$ cat src/rtl/store_buffer_ctrl.sv
// store_buffer_ctrl: store byte-lane formatting, FIFO queueing, req/ack drain and load hazard detect (optional merge: STORE_BUF_COMBINE_EN)
module store_buffer_ctrl #(
  parameter int DEPTH = 4,
  parameter int PTR_W = 2
) (
  input  logic        clk,
  input  logic        rst_n,
  input  logic        st_valid,
  output logic        st_ready,
  input  logic [2:0]  st_sel,
  input  logic [31:0] st_addr,
  input  logic [31:0] st_data,
  input  logic        ld_check,
  input  logic [31:0] ld_addr,
  output logic        ld_hit,
  output logic        mem_req,
  input  logic        mem_ack,
  output logic [29:0] mem_addr,
  output logic [31:0] mem_wdata,
  output logic [3:0]  mem_be,
  output logic        empty,
  output logic        full
);
  typedef enum logic {IDLE, ISSUE} state_t;
  state_t r_state, w_state_nx;
  logic [29:0] r_addr [DEPTH];
  logic [31:0] r_data [DEPTH];
  logic [3:0]  r_be   [DEPTH];
  logic [PTR_W-1:0] r_wptr, r_rptr, w_lidx;
  logic [PTR_W:0]   r_count;
  logic        r_mem_req, w_req_nx, w_load, w_pop, w_push, w_mhit, w_unused;
  logic [29:0] r_mem_addr;
  logic [31:0] r_mem_wdata, w_wdata;
  logic [3:0]  r_mem_be, w_be;
  logic [1:0]  w_a, w_sh;
  assign w_a = st_addr[1:0];
  assign w_sh = 2'd3 - w_a;
  assign w_unused = ^ld_addr[1:0];
  assign full = r_count == (PTR_W+1)'(DEPTH);
  assign empty = r_count == '0 && !r_mem_req;
  assign mem_req = r_mem_req;
  assign mem_addr = r_mem_addr;
  assign mem_wdata = r_mem_wdata;
  assign mem_be = r_mem_be;
`ifdef STORE_BUF_COMBINE_EN
  logic [PTR_W-1:0] w_yidx;
  assign w_yidx = r_wptr - PTR_W'(1);
  // youngest entry is mergeable only when it is neither issuing nor about to be loaded for issue
  assign w_mhit = r_count >= (PTR_W+1)'(2) && r_addr[w_yidx] == st_addr[31:2] &&
                  !(r_state == ISSUE && mem_ack && r_count == (PTR_W+1)'(2));
`else
  assign w_mhit = 1'b0;
`endif
  assign st_ready = !full || w_mhit;
  assign w_push = st_valid && st_ready && !w_mhit;
  // big-endian byte enables and lane-aligned data for the incoming store
  always_comb begin
    w_be = 4'b1111;
    w_wdata = st_data;
    case (st_sel)
      3'd0: begin w_be = 4'b1000 >> w_a; w_wdata = {4{st_data[7:0]}}; end
      3'd1: begin w_be = w_a[1] ? 4'b0011 : 4'b1100; w_wdata = {2{st_data[15:0]}}; end
      3'd3: begin w_be = 4'b1111 >> w_a; w_wdata = st_data >> {w_a, 3'b000}; end
      3'd4: begin w_be = 4'b1111 << w_sh; w_wdata = st_data << {w_sh, 3'b000}; end
      default: ;
    endcase
  end
  // word-address match against every valid entry, issuing one included
  always_comb begin
    ld_hit = 1'b0;
    for (int i = 0; i < DEPTH; i++)
      if (ld_check && {1'b0, PTR_W'(i) - r_rptr} < r_count && r_addr[i] == ld_addr[31:2]) ld_hit = 1'b1;
  end
  // drain FSM next state: issue head, pop on ack, chain back-to-back while entries remain
  always_comb begin
    w_state_nx = r_state;
    w_req_nx = r_mem_req;
    w_load = 1'b0;
    w_pop = 1'b0;
    w_lidx = r_rptr;
    if (r_state == IDLE) begin
      if (r_count != '0) begin w_load = 1'b1; w_req_nx = 1'b1; w_state_nx = ISSUE; end
    end else if (mem_ack) begin
      w_pop = 1'b1;
      w_lidx = r_rptr + PTR_W'(1);
      if (r_count != (PTR_W+1)'(1)) w_load = 1'b1;
      else begin w_req_nx = 1'b0; w_state_nx = IDLE; end
    end
  end
  // FSM state register
  always_ff @(posedge clk or negedge rst_n)
    if (!rst_n) r_state <= IDLE;
    else r_state <= w_state_nx;
  // memory write-port registers, held stable while waiting for ack
  always_ff @(posedge clk or negedge rst_n)
    if (!rst_n) begin
      r_mem_req <= 1'b0;
      r_mem_addr <= '0;
      r_mem_wdata <= '0;
      r_mem_be <= '0;
    end else begin
      r_mem_req <= w_req_nx;
      if (w_load) begin
        r_mem_addr <= r_addr[w_lidx];
        r_mem_wdata <= r_data[w_lidx];
        r_mem_be <= r_be[w_lidx];
      end
    end
  // FIFO pointers and occupancy
  always_ff @(posedge clk or negedge rst_n)
    if (!rst_n) begin
      r_wptr <= '0;
      r_rptr <= '0;
      r_count <= '0;
    end else begin
      if (w_push) r_wptr <= r_wptr + PTR_W'(1);
      if (w_pop) r_rptr <= r_rptr + PTR_W'(1);
      r_count <= r_count + {{PTR_W{1'b0}}, w_push} - {{PTR_W{1'b0}}, w_pop};
    end
  // entry storage; contents only matter while counted as valid
  always_ff @(posedge clk)
    if (w_push) begin
      r_addr[r_wptr] <= st_addr[31:2];
      r_data[r_wptr] <= w_wdata;
      r_be[r_wptr] <= w_be;
    end
`ifdef STORE_BUF_COMBINE_EN
    else if (st_valid && w_mhit) begin
      r_be[w_yidx] <= r_be[w_yidx] | w_be;
      for (int b = 0; b < 4; b++)
        if (w_be[b]) r_data[w_yidx][8*b +: 8] <= w_wdata[8*b +: 8];
    end
`endif
endmodule

$ cat config.mk
export PLATFORM = sky130hd
export DESIGN_NAME = store_buffer_ctrl
export DESIGN_NICKNAME = d
export VERILOG_FILES = /design/src/rtl/store_buffer_ctrl.sv
export SDC_FILE = /design/constraint.sdc
export NUM_CORES = 1
export LEC_CHECK = 0
export BUFFER_PORTS_ARGS = -buffer_cell sky130_fd_sc_hd__buf_2
export CELL_PAD_IN_SITES_DETAIL_PLACEMENT = 0
export CELL_PAD_IN_SITES_GLOBAL_PLACEMENT = 1
export CORE_ASPECT_RATIO = 1.75
export CORE_MARGIN = 3
export CORE_UTILIZATION = 51
export CTS_BUF_LIST = sky130_fd_sc_hd__clkbuf_8
export DETAILED_ROUTE_END_ITERATION = 10
export PLACE_DENSITY_LB_ADDON = 0.1
export SYNTH_ARGS = -nofsm -noshare
export SYNTH_HDL_FRONTEND = slang
export SYNTH_SLANG_ARGS = --single-unit
$ cat constraint.sdc
create_clock -name clk -period 3.4 [get_ports clk]
set_input_delay 0.34 -clock clk [delete_from_list [all_inputs] [get_ports clk]]
set_output_delay 0.34 -clock clk [all_outputs]
set_load 0.1 [all_outputs]
; ---- Yosys cells after proc, flatten, opt, wreduce, memory -nomap -nowiden
; Memories as Yosys holds them, arrays and structs flattened. A register that Yosys moved wholly into a read port is not among the register bits.
; Index checks and enable logic that the tools add are counted.
[word_totals]
ff_bits = 9
latchBits = 0
ramBits = 264
rom_bits = 0
in_bits = 104
out_inout_bits = 71
word_cells = 80
memories = 3
[op_classes]
addsub = 9
mul = 0
div_mod_pow = 0
n_lt_le_gt_ge = 4
n_eq_ne = 11
n_shift = 5
muxes = 23
bitwise = 0
reduce_logical = 20
[mem_list]
columns = name, words, width, read_ports, rd_ports_with_merged_regs, write_ports, line_no
row1 = r_data, 4, 32, 1, 1, 1, 27  ; logic [31:0] r_data [DEPTH];
row2 = r_addr, 4, 30, 5, 1, 1, 26  ; logic [29:0] r_addr [DEPTH];
row3 = r_be, 4, 4, 1, 1, 1, 28  ; logic [3:0] r_be [DEPTH];
[ops]
columns = op, n
row1 = case mux 32 bit (4 select lines), 1
row2 = equality test 30 bit, 4
row3 = << shifter 32 x 5 -> 32 bit, 1
row4 = >> shifter 32 x 5 -> 32 bit, 1
row5 = two-way mux 1 bit, 18
row6 = case mux 4 bit (4 select lines), 1
row7 = less-than comparator 2 x 3 -> 1 bit, 4
row8 = logical AND 1 bit, 10
row9 = >> shifter 4 x 2 -> 4 bit (first input constant), 2
row10 = equality test 3 bit (second input constant), 2
row11 = zero test 3 bit, 2
row12 = subtractor 2 bit (first input constant), 3
row13 = zero test 1 bit, 5
row14 = adder 2 x 1 -> 2 bit (second input constant), 2
row15 = two-way mux 2 bit, 2
row16 = two-way mux 4 bit, 1
row17 = != test 2 bit (second input constant), 2
row18 = << shifter 4 x 2 -> 4 bit (first input constant), 1
row19 = subtractor 1 x 2 -> 2 bit (first input constant), 2
row20 = adder 3 x 1 -> 3 bit, 1
row21 = equality test 3 x 1 -> 1 bit (second input constant), 1
row22 = equality test 3 x 2 -> 1 bit (second input constant), 1
row23 = != test 3 x 1 -> 1 bit (second input constant), 1
row24 = AND reduction 3 bit, 1
row25 = 3 further kinds, 3

; ---- Logic depth before layout (Yosys ltp)
; Gate-level depths: netlist of the first run.
[depth]
depth_word = 8
depth_mapped = 12
ltp_nobuf = 11

; ---- Worst setup path before layout of the first run
; OpenSTA, ideal clock, no wires.
[synth_path]
path_type = register to output
startpoint = register r_mem_req (netlist: mem_req)
endpoint = output empty
arrival_time_ps = 3703
t_required_ps = 3060
path_slack_ps = -643
path_stages_with_launch = 2
path_cell_list = dfrtp_1 nor4_1
[synth_via]
elab_chain_cells = 2
[synth_lines]
columns = element, line_no
row1 = start: declaration, 31  ; logic r_mem_req, w_req_nx, w_load, w_pop, w_push, w_mhit, w_unused;
row2 = start signal: assignment, 102  ; r_mem_req <= w_req_nx;
row3 = zero test 1 bit, 40  ; assign empty = r_count == '0 && !r_mem_req;
row4 = logical AND 1 bit, 40
row5 = end: declaration, 21  ; output logic empty,
; Every way passes these cells.

==> reports/metrics.yaml, run 1 <==
rsz0062_at_grt: "false"
synth_xor_area_frac: 0.0717
r2r-start: "r_state"
comb_power_share: 0.480
syn_inst: 987
seqPwrFrac: 0.352
grt_pass1_vias: 10070
synth_edf_count: 264
fillers: 2404
p_leak_nw: 6.59
dp.cells: 1505
setup_violations: 0
synth_compound_area_frac: 0.0622
crit_path_end_kind: "output pin"
design_area_mm2: 0.0182
drt_wl_total_mm: 40.4
ys_seq_area_frac: 0.632
synth_top_family_by_area: "multiplexers"
power.total_mw: 17.7
final_util: 0.612
synth_cell_type_count: 38
hpwlAfterDp_mm: 29.0
powerDensity_mw_per_mm2: 976
finalHoldViolCount: 0
place_area_mm2: 0.0170
start_kind: "flop"
post-place-ws_ps: 821
start_util: 0.522
multi_input_area_mm2: 0.00536
switching_share: 0.439
fin_worst_skew_ps: 26.8
regArea_mm2: 0.00980
drt_pass1_iterations: 7
synthAdderAreaFrac: 0.00936
grt_max_degree: 68
portBuffers: 172
synth.mux.area_fraction: 0.162
die-area_mm2: 0.0326
slew_viol_final: 0
die_h_um: 237
relSlewSlack: 0.460
gr-total-overflow: 0
drc: 0
wl_per_cell_um: 24.9
switchingPower_mw: 7.79
cts_buffers: 47
core_area_mm2: 0.0297
final.period_utilization: 0.908
cts_root_buffer: "clkbuf_8"
drv_cap: 0
avgViaCountPerCell: 5.84
synth-main-ff-cell: "edfxtp_1"
cts-resized-gates: 0
vias: 9492
hold_class: "input pin to flop"
synth_fp_nets: 1102
rows: 83
worst_slack_ps: 312
power.share.clock: 0.168
p_int_mw: 9.94
path_class: "flop to output pin"
num_io_pins: 175
final_antenna_net_count: 0
instances_no_fill: 1624
synth-seq-cells: 339
drt_iter0_drc: 618
synth_area_mm2: 0.0155
syn_area_per_cell_um2: 15.7
ir_drop_uv: 1370
crit_arrival_ps: 2750
grt_pass1_wl_mm: 59.9
h-tree-depth: 2
cts_buffer_depth: 3
yosysWarningCount: 0
cts.clk_slew.worst_paths_ps: 70
die_w_um: 138
async_reset_ff_frac: 0.221
status: "finished, final reports clean"
fin_crit_ps: 3090
antenna_found_initial: 3
cts_tree: "yes"
drive_above_1_share: 0.345
area_delta_synth_final_pct: 17.1
num-nets-final: 1318
yosys.area_share.simple: 0.0370
max_slew.worst_pin.slew_ps: 810
path_max_fanout: 2
cp.required_ps: 3060
clkSinkCount: 339
max_freq_ghz: 0.324
clkLatencyLatePin_ps: 570
hold_slack_ps: 206
min_from: "st_valid"
gp_congestion: 0.923
track_usage: 0.250
setup_tns_ps: 0
startpoint: "r_addr[0][11]"
-- power groups by stage --
| stage | sequential [mW] | combinational [mW] | clock (mW) |
|---|---|---|---|
| finish | 6.24 | 8.52 | 2.98 |
| global route | 6.35 | 8.93 | 3.23 |
| CTS | 6.25 | 8.67 | 3.05 |
| detailed placement | 6.33 | 8.62 | 0 |
| global placement | 6.27 | 8.56 | 0 |
| floorplan | 9.19 | 3.62 | 0 |
-- critical path, stage by stage, from the launching register on --
cell       delay (ps)
edfxtp_1          400
xnor2_1           410
nand4_1           170
nor4_1            460
o2111ai_1         180
nand4_1           130
buf_2             430
-- cells in the mapped netlist (all sizes together), types with 5 or more instances --
library cell / number / area share
edfxtp: 264 / 0.51
xnor2: 114 / 0.064
mux2: 77 / 0.056
dfrtp: 75 / 0.12
mux4: 66 / 0.096
clkbuf: 47 / 0.011
a21oi: 35 / 0.011
nor2: 34 / 0.0082
o21ai: 31 / 0.010
nand4: 29 / 0.012
buf: 28 / 0.010
nand2: 23 / 0.0056
a22o: 19 / 0.011
a211oi: 16 / 0.0077
inv: 16 / 0.0039
mux2i: 16 / 0.010
xor2: 13 / 0.0073
o22ai: 11 / 0.0044
ha: 10 / 0.0081
nor4: 9 / 0.0036
a222oi: 8 / 0.0052
a22oi: 8 / 0.0039
and2: 6 / 0.0024
o31ai: 6 / 0.0029
o32ai: 5 / 0.0028
-- routing by layer --
layer  track usage  wire length [um]  vias up
met2         0.466             22800      318
met3        0.0334              1830       86
li1              -                 -     4260
met1         0.271             13700     4828
met5             0                 0        -
met4         0.124              2070        0
-- what timing repair did --
action | 4_1_cts | 5_1_grt
buffers inserted | 0 | 0
hold buffers | 31 | 0
endpoints found under the hold margin | 144 | 0
-- area by class of cell --
cell class / instances / share of cell area
flip-flops and latches: 339 / 0.540
multi-input cells: 557 / 0.295
repair buffers: 242 / 0.0862
clock buffers: 53 / 0.0402
well taps: 382 / 0.0263
clock inverters: 33 / 0.00909
inverters: 16 / 0.00331
diodes: 2 / 0.000275
-- worst paths after layout --
path	end	slack [ps]	depth (start not counted)
max reg2reg	mem_be[3]	910	5
min in group asynchronous	mem_addr[11]	260	2
max	ld_hit	310	6
min reg2reg	mem_wdata[14]	500	1
max in group asynchronous	mem_wdata[27]	2370	3
min	r_wptr[0]	210	3
-- logic make-up after synthesis --
| group | after synthesis |
|---|---|
| flip-flops | 339 |
| multiplexers | 159 |
| AO/OA/AOI/OAI | 145 |
| XOR/XNOR | 127 |
| AND/OR/NAND/NOR | 115 |
| buffers and inverters | 91 |
| adder cells (fa/ha/maj) | 11 |
-- flip-flops by register name (all words and copies together), names as in the netlist --
| signal | count |
|---|---|
| r_be | 16 |
| r_rptr | 2 |
| mem_addr | 30 |
| r_wptr | 2 |
| mem_be | 4 |
| r_state | 1 |
| r_addr | 120 |
| mem_wdata | 32 |
| r_count | 3 |
| mem_req | 1 |
| r_data | 128 |
-- cells in the final DEF, fill, tap and decap left out, drive strengths merged --
cell type    instances
mux2i               16
dfrtp               75
mux2                77
a211oi              16
fa                   1
o31ai                6
a21o                 1
and2                 6
a222oi               8
nand2b               1
o21ai               31
and4                 1
diode                2
dlygate4sd3         31
a22o                19
nor2                34
inv                 23
nor2b                4
o22ai               11
ha                  10
nand4               29
nor4                 9
a22oi                8
xor2                13
nor3                 1
and3                 4
xnor2              114
edfxtp             264
mux4                66
o2111ai              4
clkinv              25
nand3                3
clkbuf              53
nand2               23
buf                211
o32ai                5
a21oi               35
bufinv               1
o21a                 1
(Power assumes the default switching activity.)
==> run 2: changes to the inputs <==
--- a/config.mk
+++ b/config.mk
@@ -10,7 +10,7 @@
 export CELL_PAD_IN_SITES_GLOBAL_PLACEMENT = 1
 export CORE_ASPECT_RATIO = 1.75
 export CORE_MARGIN = 3
-export CORE_UTILIZATION = 51
+export CORE_UTILIZATION = 55
 export CTS_BUF_LIST = sky130_fd_sc_hd__clkbuf_8
 export DETAILED_ROUTE_END_ITERATION = 10
 export PLACE_DENSITY_LB_ADDON = 0.1
==> constraint.sdc (replaced) <==
create_clock -name clk -period 3.6 [get_ports clk]
set_input_delay 0.36 -clock clk [delete_from_list [all_inputs] [get_ports clk]]
set_output_delay 0.36 -clock clk [all_outputs]
set_load 0.1 [all_outputs]
==> reports/metrics.yaml, run 2 (synthesis results as in run 1) <==
final_antenna_net_count: 0  # unchanged
multi_input_area_mm2: 0.00536  # unchanged
cts.clk_slew.worst_paths_ps: 60  # about the same
die_h_um: 228  # -3.6%
fin_crit_ps: 3230
fin_worst_skew_ps: 38.7  # +12.0 ps
cts_root_buffer: "clkbuf_8"
clkLatencyLatePin_ps: 580  # about the same
clkSinkCount: 339  # unchanged
crit_path_end_kind: "output pin"
cts_buffers: 48  # +2.1%
setup_tns_ps: 0  # unchanged
regArea_mm2: 0.00980  # unchanged
power.total_mw: 16.6  # -6.5%
drt_pass1_iterations: 7  # unchanged
num-nets-final: 1308  # -0.76%
rows: 80  # -3.6%
avgViaCountPerCell: 5.97  # +2.1%
grt_max_degree: 68  # unchanged
hpwlAfterDp_mm: 28.8  # -0.97%
drive_above_1_share: 0.337  # -0.00831
relSlewSlack: 0.381  # -0.0795
die-area_mm2: 0.0303  # -7.0%
path_class: "flop to output pin"
rsz0062_at_grt: "false"
finalHoldViolCount: 0  # unchanged
vias: 9568  # +0.80%
die_w_um: 133  # -3.5%
ir_drop_uv: 1310  # -4.6%
gp_congestion: 0.909  # -1.5%
powerDensity_mw_per_mm2: 919  # -5.9%
core_area_mm2: 0.0275  # -7.3%
start_kind: "flop"
antenna_found_initial: 2  # -1
slew_viol_final: 0  # unchanged
fillers: 2059  # -14%
area_delta_synth_final_pct: 16.3
max_slew.worst_pin.slew_ps: 927  # +117 ps
drv_cap: 0  # unchanged
crit_arrival_ps: 2870  # +120 ps
grt_pass1_vias: 10171  # +1.0%
drc: 0  # unchanged
cts-resized-gates: 0  # unchanged
start_util: 0.563  # +0.0413
drt_wl_total_mm: 40.3  # -0.33%
hold_class: "input pin to flop"
place_area_mm2: 0.0168  # -0.79%
wl_per_cell_um: 25.1  # +0.98%
regMostFlops: "r_data"
h-tree-depth: 2  # unchanged
final_cell_mix: "264 x edfxtp_1, 171 x buf_2, 113 x xnor2_1"
cp.required_ps: 3240  # +180 ps
drt_iter0_drc: 677  # +9.5%
largest_reg_flops: 128  # unchanged
max_freq_ghz: 0.310
cts_tree: "yes"
status: "finished, final reports clean"
cts_buffer_depth: 3  # unchanged
setup_violations: 0  # unchanged
final_common_cell: "edfxtp_1"
cts_setup_buffers: 0  # unchanged
design_area_mm2: 0.0180  # -0.71%
track_usage: 0.267  # +0.0167
portBuffers: 172  # unchanged
path_max_fanout: 2  # unchanged
grt_pass1_wl_mm: 60.7  # +1.2%
gr-total-overflow: 0  # unchanged
num_io_pins: 175  # unchanged
p_leak_nw: 6.56  # -0.45%
final.period_utilization: 0.897
run 2: power by group:
part / total (mW) / internal, mW / switching (mW)
Sequential: 5.91 / 5.40 / 0.509
Clock: 2.82 / 1.44 / 1.38
Combinational: 7.85 / 2.46 / 5.39
run 2: path summary, 6_finish.rpt:
check	start	endpoint	slack [ps]	cells after the start
worst max-delay path	r_addr[2][25]	ld_hit	370	6
worst min-delay path	st_addr[30]	r_addr[2][28]	40	1
worst max register to register	r_count[0]	r_count[2]	1150	11
worst min register to register	mem_addr[27]	mem_addr[27]	500	1
max in group asynchronous	rst_n	mem_addr[21]	2410	3
min in group asynchronous	rst_n	mem_addr[13]	380	2
run 2: cell type report:
| class | count | area share |
|---|---|---|
| clock buffers | 57 | 0.0435 |
| well taps | 369 | 0.0256 |
| clock inverters | 32 | 0.00749 |
| flip-flops and latches | 339 | 0.544 |
| diodes | 2 | 0.000277 |
| inverters | 16 | 0.00333 |
| multi-input cells | 557 | 0.297 |
| repair buffers | 231 | 0.0792 |
run 2: worst max-delay path: stages, from the launching register on:
cell and delay (ps):
edfxtp_1 400, xnor2_1 420, nand4_1 180, nor4_1 530
o2111ai_1 230, nand4_1 120, buf_2 440
run 2: stage by stage:
stage          hold WS, ps  std cells  utilization  worst slack, ps
2_1_floorplan         64.4        987            -              189
3_3_place_gp           455       1483        0.611              876
3_5_place_dp           457       1483        0.611              882
4_1_cts               2.48       1601        0.655              354
5_1_grt               8.87       1603        0.655              359
6_report              43.9       1603        0.655              371
run 2: timing repair:
item,CTS,global route
hold buffers,29,0
hold endpoints to repair,154,0
endpoints found under the setup margin,0,0
run 2: routing by layer:
metal | vias up | track usage | wire length (um)
met5 | - | 0 | 0
met3 | 96 | 0.0373 | 1880
met1 | 4886 | 0.294 | 13800
met4 | 0 | 0.145 | 2330
li1 | 4247 | - | -
met2 | 339 | 0.491 | 22300
==> run 3: changes to the inputs <==
--- a/config.mk
+++ b/config.mk
@@ -10,8 +10,7 @@
 export CELL_PAD_IN_SITES_GLOBAL_PLACEMENT = 1
 export CORE_ASPECT_RATIO = 1.75
 export CORE_MARGIN = 3
-export CORE_UTILIZATION = 55
-export CTS_BUF_LIST = sky130_fd_sc_hd__clkbuf_8
+export CORE_UTILIZATION = 53
 export DETAILED_ROUTE_END_ITERATION = 10
 export PLACE_DENSITY_LB_ADDON = 0.1
 export SYNTH_ARGS = -nofsm -noshare
==> reports/metrics.yaml, run 3 (synthesis results as in run 1) <==
start_kind: "flop"
holdPathStages: 1  # unchanged
slew_viol_final: 0  # unchanged
status: "finished, final reports clean"
largest_reg_flops: 128  # unchanged
hold_class: "input pin to flop"
rows: 82  # +2.5%
fin_crit_ps: 3120  # -112 ps
max_freq_ghz: 0.321  # +3.6%
finalHoldViolCount: 0  # unchanged
rsz0062_at_grt: "false"
grt_pass1_vias: 9643  # -5.2%
antenna_found_initial: 0  # -2
start_util: 0.540  # -0.0236
min_from: "st_addr[11]"
num_io_pins: 175  # unchanged
gr-total-overflow: 0  # unchanged
cts_buffer_depth: 3  # unchanged
worst_r2r_path_depth: 5  # -6
cp.required_ps: 3240  # about the same
final_antenna_net_count: 0  # unchanged
area_delta_synth_final_pct: 15.6
max_slew.worst_pin.slew_ps: 895  # -32.1 ps
die_w_um: 135  # +1.8%
grt_pass1_wl_mm: 58.9  # -2.9%
setup_tns_ps: 0  # unchanged
hold_slack_ps: 27.5  # -16.4 ps
startpoint: "r_addr[2][21]"
track_usage: 0.254  # -0.0126
die_h_um: 232  # +1.8%
crit_path_end_kind: "output pin"
fin_worst_skew_ps: 9.81  # -28.9 ps
ir_drop_uv: 680  # -48%
path_class: "flop to output pin"
wl_per_cell_um: 25.6  # +1.9%
grt_max_degree: 67  # -1.5%
core_area_mm2: 0.0287  # +4.4%
final_cell_mix: "264 x edfxtp_1, 171 x buf_2, 113 x xnor2_1"
avgViaCountPerCell: 5.97  # about the same
powerDensity_mw_per_mm2: 942  # +2.5%
regMostFlops: "r_data"
cts_tree: "yes"
die-area_mm2: 0.0314  # +3.6%
num_antenna_cells: 0  # -2
drive_above_1_share: 0.331  # -0.00550
drt_pass1_iterations: 8  # +1
crit_arrival_ps: 2760  # -110 ps
fillers: 2174  # +5.6%
clkLatencyLatePin_ps: 560  # -20 ps
cts.clk_slew.worst_paths_ps: 70  # about the same
drt_wl_total_mm: 39.8  # -1.2%
num-nets-final: 1269  # -3.0%
path_max_fanout: 2  # unchanged
r2r-start: "r_rptr[0]"
final.period_utilization: 0.866  # -0.0312
h-tree-depth: 1  # -1
vias: 9278  # -3.0%
cts_root_buffer: "clkbuf_16"
p_leak_nw: 6.40  # -2.5%
hpwlAfterDp_mm: 27.8  # -3.4%
cts_buffers: 29  # -40%
drv_cap: 0  # unchanged
relSlewSlack: 0.404  # +0.0229
portBuffers: 172  # unchanged
gp_congestion: 0.891  # -2.0%
drc: 0  # unchanged
clkSinkCount: 339  # unchanged
setup_violations: 0  # unchanged
final_common_cell: "edfxtp_1"
drt_iter0_drc: 670  # -1.0%
[run 3: cell count changes in the layout (fill, tap and decap cells not counted), sizes merged]
cell | previous run | this run
dlygate4sd3 | 29 | 15
diode | 2 | 0
clkinv | 11 | 6
bufinv | 0 | 2
buf | 202 | 196
inv | 36 | 19
clkinvlp | 1 | 2
clkbuf | 57 | 41
[run 3: report_power, final]
| part | internal, mW | switching, mW |
|---|---|---|
| registers | 5.40 | 0.512 |
| clock network | 1.71 | 1.37 |
| logic | 2.51 | 5.38 |
[run 3: worst max-delay path: stages (launching register included)]
cell and delay [ps]:
edfxtp_1 430, xnor2_1 480, nand4_1 140, nor4_1 290, buf_4 180, o2111ai_1 110
nand4_1 120, buf_2 440
[run 3: final timing paths]
path	to	slack, ps
min in group asynchronous	mem_addr[18]	440
max in group asynchronous	mem_be[1]	2400
worst min register to register	mem_wdata[18]	500
worst min-delay path	r_addr[1][9]	30
worst max register to register	mem_wdata[16]	1150
worst max-delay path	ld_hit	480
[run 3: cell type report]
type	count	area, um^2	area share
repair buffers	211	1290	0.0722
flip-flops and latches	339	9800	0.547
clock inverters	13	131	0.00733
inverters	16	60.1	0.00335
well taps	378	473	0.0264
clock buffers	41	801	0.0447
multi-input cells	557	5360	0.299
[run 3: stage by stage]
| step | cells | worst slack (ps) | area [um^2] | power, mW | util |
|---|---|---|---|---|---|
| after detailed placement | 1486 | 920 | 16800 | 14.0 | 0.586 |
| after floorplan | 987 | 189 | 15500 | 12.1 | - |
| after CTS | 1555 | 430 | 17900 | 17.1 | 0.624 |
| final | 1555 | 484 | 17900 | 16.9 | 0.624 |
| after global placement | 1486 | 942 | 16800 | 13.9 | 0.586 |
| after global routing | 1555 | 359 | 17900 | 17.6 | 0.624 |
[run 3: what timing repair did]
| item | CTS | global route |
|---|---|---|
| gates resized for setup | 0 | 0 |
| endpoints found under the hold margin | 113 | 0 |
| hold buffers | 15 | 0 |
| setup buffers | 0 | 0 |
[run 3: metal layers]
metal / share of wire / routed length, um / GRT usage
met1: 0.36 / 14200 / 0.299
met2: 0.55 / 21900 / 0.466
met3: 0.046 / 1840 / 0.0269
met4: 0.046 / 1830 / 0.115
met5: 0 / 0 / 0
